File: src/rtl/jtframe_video_pkg.sv
`default_nettype none
// ============================================================================
// Module   : jtframe_video_pkg
// Brief    : Shared video constants: scanline dimming mode encodings.
// Revision : 1.0 - initial release
// ============================================================================
package jtframe_video_pkg;

  typedef logic [1:0] scan_mode_t;

  localparam scan_mode_t OFF   = 2'b00;
  localparam scan_mode_t DIM25 = 2'b01;
  localparam scan_mode_t DIM50 = 2'b10;
  localparam scan_mode_t DIM75 = 2'b11;

endpackage
`default_nettype wire

File: src/rtl/jtframe_scanline_dim.sv
`default_nettype none
// ============================================================================
// Module   : jtframe_scanline_dim
// Brief    : Combinational dimming of one colour channel on dimmed lines.
// Revision : 1.0 - initial release
// ============================================================================
module jtframe_scanline_dim
  import jtframe_video_pkg::*;
#(
  parameter int CW = 4
) (
  input  logic [1:0]    mode,
  input  logic          dim,
  input  logic [CW-1:0] c_in,
  output logic [CW-1:0] c_out
);

  // Every result is no larger than c_in, so CW bits never overflow
  always_comb begin
    c_out = c_in;
    if (dim) begin
      case (mode)
        DIM25:   c_out = c_in - (c_in >> 2);
        DIM50:   c_out = c_in >> 1;
        DIM75:   c_out = c_in >> 2;
        default: c_out = c_in;
      endcase
    end
  end

endmodule
`default_nettype wire

File: src/rtl/jtframe_scanlines.sv
`default_nettype none
// ============================================================================
// Module   : jtframe_scanlines
// Brief    : Two-stage scanline dimmer for scan-doubled video, odd lines dimmed.
// Config   : JTFRAME_SCANLINE_BLEND_EN adds horizontal averaging with the
//            previous pixel of the same line before dimming.
// Revision : 1.0 - initial release
// ============================================================================
module jtframe_scanlines #(
  parameter int DW = 12
) (
  input  logic          clk,
  input  logic          rst,
  input  logic          pxl2_cen,
  input  logic [1:0]    scan_mode,
  input  logic [DW-1:0] pxl_in,
  input  logic          HS,
  input  logic          VS,
  output logic [DW-1:0] pxl_out,
  output logic          HS_out,
  output logic          VS_out,
  output logic          odd_line
);
  import jtframe_video_pkg::*;

  localparam int CW = DW / 3;

  if (DW % 3 != 0) begin : g_dw_check
    $error("jtframe_scanlines: DW must be a multiple of 3");
  end

  // r_hs_d/r_vs_d serve both as edge-detect history and as stage-1 syncs
  logic          r_hs_d;
  logic          r_vs_d;
  logic          r_par;
  logic [1:0]    r_mode;
  logic [DW-1:0] r_s1_pxl;

  logic          w_hs_rise;
  logic          w_vs_rise;
  logic          w_par_next;
  logic [DW-1:0] w_src;
  logic [DW-1:0] w_dim;

  assign w_hs_rise  = HS & ~r_hs_d;
  assign w_vs_rise  = VS & ~r_vs_d;
  assign w_par_next = w_vs_rise ? 1'b0 : (w_hs_rise ? ~r_par : r_par);

  always_ff @(posedge clk) begin
    if (rst) begin
      r_hs_d   <= 1'b0;
      r_vs_d   <= 1'b0;
      r_par    <= 1'b0;
      r_mode   <= OFF;
      r_s1_pxl <= '0;
      pxl_out  <= '0;
      HS_out   <= 1'b0;
      VS_out   <= 1'b0;
      odd_line <= 1'b0;
    end else if (pxl2_cen) begin
      r_hs_d   <= HS;
      r_vs_d   <= VS;
      r_par    <= w_par_next;
      r_s1_pxl <= pxl_in;
      if (w_vs_rise) r_mode <= scan_mode;
      pxl_out  <= w_dim;
      HS_out   <= r_hs_d;
      VS_out   <= r_vs_d;
      odd_line <= r_par;
    end
  end

`ifdef JTFRAME_SCANLINE_BLEND_EN
  logic [DW-1:0] r_prev;
  logic          r_first;

  always_ff @(posedge clk) begin
    if (rst) begin
      r_prev  <= '0;
      r_first <= 1'b0;
    end else if (pxl2_cen) begin
      r_prev  <= r_s1_pxl;
      r_first <= w_hs_rise;
    end
  end

  // The pixel that arrived with the HS edge pairs with itself, not the last line
  for (genvar i = 0; i < 3; i++) begin : g_blend
    logic [CW-1:0] w_other;
    logic [CW:0]   w_sum;
    logic          w_unused_lsb;

    assign w_other = r_first ? r_s1_pxl[i*CW +: CW] : r_prev[i*CW +: CW];
    assign w_sum   = {1'b0, r_s1_pxl[i*CW +: CW]} + {1'b0, w_other}
                   + {{CW{1'b0}}, 1'b1};
    assign {w_src[i*CW +: CW], w_unused_lsb} = w_sum;
  end
`else
  assign w_src = r_s1_pxl;
`endif

  for (genvar i = 0; i < 3; i++) begin : g_ch
    jtframe_scanline_dim #(
      .CW (CW)
    ) u_dim (
      .mode  (r_mode),
      .dim   (r_par),
      .c_in  (w_src[i*CW +: CW]),
      .c_out (w_dim[i*CW +: CW])
    );
  end

endmodule
`default_nettype wire

File: config.mk
export PLATFORM = sky130hd
export DESIGN_NAME = jtframe_scanlines
export DESIGN_NICKNAME = d
export VERILOG_FILES = /design/src/rtl/jtframe_video_pkg.sv /design/src/rtl/jtframe_scanline_dim.sv /design/src/rtl/jtframe_scanlines.sv
export SDC_FILE = /design/constraint.sdc
export NUM_CORES = 1
export LEC_CHECK = 0
export CAP_MARGIN = 20
export CORE_UTILIZATION = 25
export CTS_CLUSTER_DIAMETER = 30
export CTS_CLUSTER_SIZE = 10
export DETAILED_ROUTE_END_ITERATION = 6
export PLACE_DENSITY_LB_ADDON = 0.12
export RECOVER_POWER = 25
export SLEW_MARGIN = 25
export SYNTH_ARGS = -nofsm -noshare
export SYNTH_HDL_FRONTEND = slang
export SYNTH_SLANG_ARGS = --single-unit
File: constraint.sdc
create_clock -name clk -period 1.5 [get_ports clk]
set_clock_uncertainty 0.05 [all_clocks]
set_input_delay 0.375 -clock clk [delete_from_list [all_inputs] [get_ports clk]]
set_output_delay 0.375 -clock clk [all_outputs]
set_load 0.005 [all_outputs]
==> results_dict.tcl <==
set metrics [dict create \
    cp-end-kind "register" \
    setup_ws_ns -0.135 \
    synth_cell_types 29 \
    dp_cells 337 \
    drive_gt1_frac 0.332 \
    hp-start "pxl_out[7]" \
    cap_viol_max_count 0 \
    drt-total-wl_um 4420 \
    ys_seq_elements 32 \
    worstPathArrival_ns 1.78 \
    num_antenna_cells 0 \
    crit_buf_inv 1 \
    clk_latency_ns 0.29 \
    avgSynthCellArea_um2 8.73 \
    grt_pass1_wl_um 7490 \
    cp_slowest_cell "fa_2" \
    crit_family "adder cells" \
    min_period_over_period 1.09 \
    synth_cells 200 \
    antenna_found_initial 0 \
    reg2reg_slack_ns -0.13 \
    rows 30 \
    hpwl_um 3230 \
    grt_pass1_vias 1552 \
    dr.pass1.iters 4 \
    crit_chain "inv_2 -> ha_4 -> fa_2 -> nor2_1 -> a21oi_1 -> o22a_1 -> a311oi_1" \
    first_iter_violations 47 \
    grt_overflow_total 0 \
    cts-hold-fix-buffers 0 \
    instances_no_fill 348 \
    wl_per_cell_um 12.7 \
    drcViolationCount 0 \
    leakage_nw 1.08 \
    htreeDepth 2 \
    syn-cell-area_mm2 0.00175 \
    pin_count 34 \
    nets 295 \
    required_ns 1.64 \
    clock-sinks 32 \
    yosysWarnings 0 \
    root_buffer "clkbuf_8" \
    finalHoldViolations 0 \
    cts_tree "built" \
    min_path_type "register to register" \
    irDropWorstVdd_v 0.000375 \
    p_per_area_mw_per_mm2 798 \
    gp_congestion 0.746 \
    pre_cts_ws_ns -0.215 \
    dr_total_vias 1601 \
    path_class "register to register" \
    min_period_ns 1.63 \
    die_area_mm2 0.00732 \
    die_w_um 85.6 \
    clk_pin_slew_ns 0.06 \
    maxSlewViolCount 0 \
    port-buffer-count 33 \
    area_growth_pct 50.1 \
    crit_path_max_incr_delay_ns 0.42 \
    r2r_start "r_s1_pxl[8]" \
    final_util 0.388 \
    cts_made_buffers 5 \
    path_max_fanout 2 \
    startpoint "r_s1_pxl[8]" \
    coreArea_mm2 0.00676 \
    power_w 0.00209 \
    seq_area_frac_synth 0.367 \
    slew_headroom 0.713 \
    fin_hold_ws_ns 0.390 \
    run_status "complete, but fails checks" \
    rsz0062_at_grt "yes" \
    grt_max_degree 19 \
    worstMarginPinSlew_ns 0.431 \
    cts_max_path_buffers 2 \
    dieHeight_um 85.6 \
    antenna_left 0 \
    failed_checks "setup timing" \
    via_per_inst 4.60 \
    grt_usage 0.132 \
    start_util 0.258 \
    synth_nets 228 \
    cp-start-kind "register" \
    setup_viol 3 \
    max_freq_mhz 612 \
]
-- layout make-up --
class / count / area [um^2]
clock buffers: 6 / 82.6
clock inverters: 2 / 10.0
fillers: 715 / 4140
inverters: 14 / 52.6
multi-input cells: 141 / 1110
flip-flops and latches: 32 / 663
well taps: 80 / 100
repair buffers: 73 / 604
-- cell usage after synthesis --
cell type	number	area (um^2)
buf_2	8	40.0
nor3_1	3	15.0
nand2_1	16	60.1
nor2b_1	6	37.5
a21boi_0	2	15.0
fa_1	3	60.1
and4b_1	1	10.0
a2111oi_4	3	82.6
nor4bb_1	1	10.0
o22a_1	2	17.5
o21ai_1	5	25.0
a311oi_1	6	52.6
a21oi_1	10	50.1
a21o_1	1	7.51
nand2_2	1	6.26
inv_1	14	52.6
clkbuf_1	5	18.8
o21ai_0	8	40.0
nor2_1	30	113
dfxtp_1	32	641
o221ai_1	2	17.5
nand2b_1	4	25.0
nand3b_1	2	15.0
nand3_1	6	30.0
xnor2_1	3	26.3
mux2i_1	16	160
a211oi_2	2	25.0
o32ai_1	2	17.5
ha_1	6	75.1
-- through the flow --
step	setup TNS, ns	area (um^2)
final	-0.289	2620
after CTS	-0.355	2560
after global routing	-0.714	2620
after floorplan	-0.226	1770
after detailed placement	-0.813	2420
after global placement	-0.769	2420
-- cells by family after synthesis --
group                      synth area share
DFF                                   0.367
xor gates and xnor gates             0.0151
adders and majority gates            0.0774
muxes                                0.0918
and+or+nand+nor                       0.184
AOI/OAI and AO/OA                     0.201
buffers and inverters                0.0638
-- where the power goes --
group	leakage, nW	switching [W]	internal [W]	total (W)
logic	0.757	0.000206	0.000244	0.000450
clock network	0.0510	0.000339	0.000366	0.000705
registers	0.269	0.0000351	0.000900	0.000935
-- state kept, by name, indices dropped and copies added, names as in the netlist --
signal    flops
HS_out        1
VS_out        1
odd_line      1
pxl_out      12
r_hs_d        1
r_mode        2
r_par         1
r_s1_pxl     12
r_vs_d        1
-- layout by cell type (no fill, tap or decap), drive strengths merged, types with 7 or more instances in the layout --
cell type       n
a21oi          10
buf            40
clkbuf          7
clkdlybuf4s50  16
dfxtp          32
dlygate4sd2    15
inv            14
mux2i          16
nand2          17
nor2           30
o21ai          13
-- final timing paths --
path / end / cells past startpoint
min: pxl_out[7] / 2
max reg2reg: pxl_out[9] / 7
max: pxl_out[9] / 7
min reg2reg: pxl_out[7] / 2
-- worst register-to-register path, delay by kind of cell (launching register included) --
family | cells | cell delay [ns]
buf+inv | 1 | 0.05
simple gates | 1 | 0.09
fa+ha+maj | 2 | 0.55
compound gates | 3 | 0.49
flops | 1 | 0.32
-- repair_timing --
action                     CTS  global route
pin swaps                   11            14
buffers inserted             2             1
setup endpoints to repair   24            10
gates resized for setup     32            14
-- per-layer routing --
metal | routed length [um] | GRT usage | up-vias
li1 | - | - | 823
met1 | 2150 | 0.175 | 741
met2 | 1980 | 0.205 | 29
met3 | 211 | 0.0337 | 8
met4 | 76 | 0.0545 | 0
met5 | 0 | 0 | -
Power figures use the tool's default switching activity.
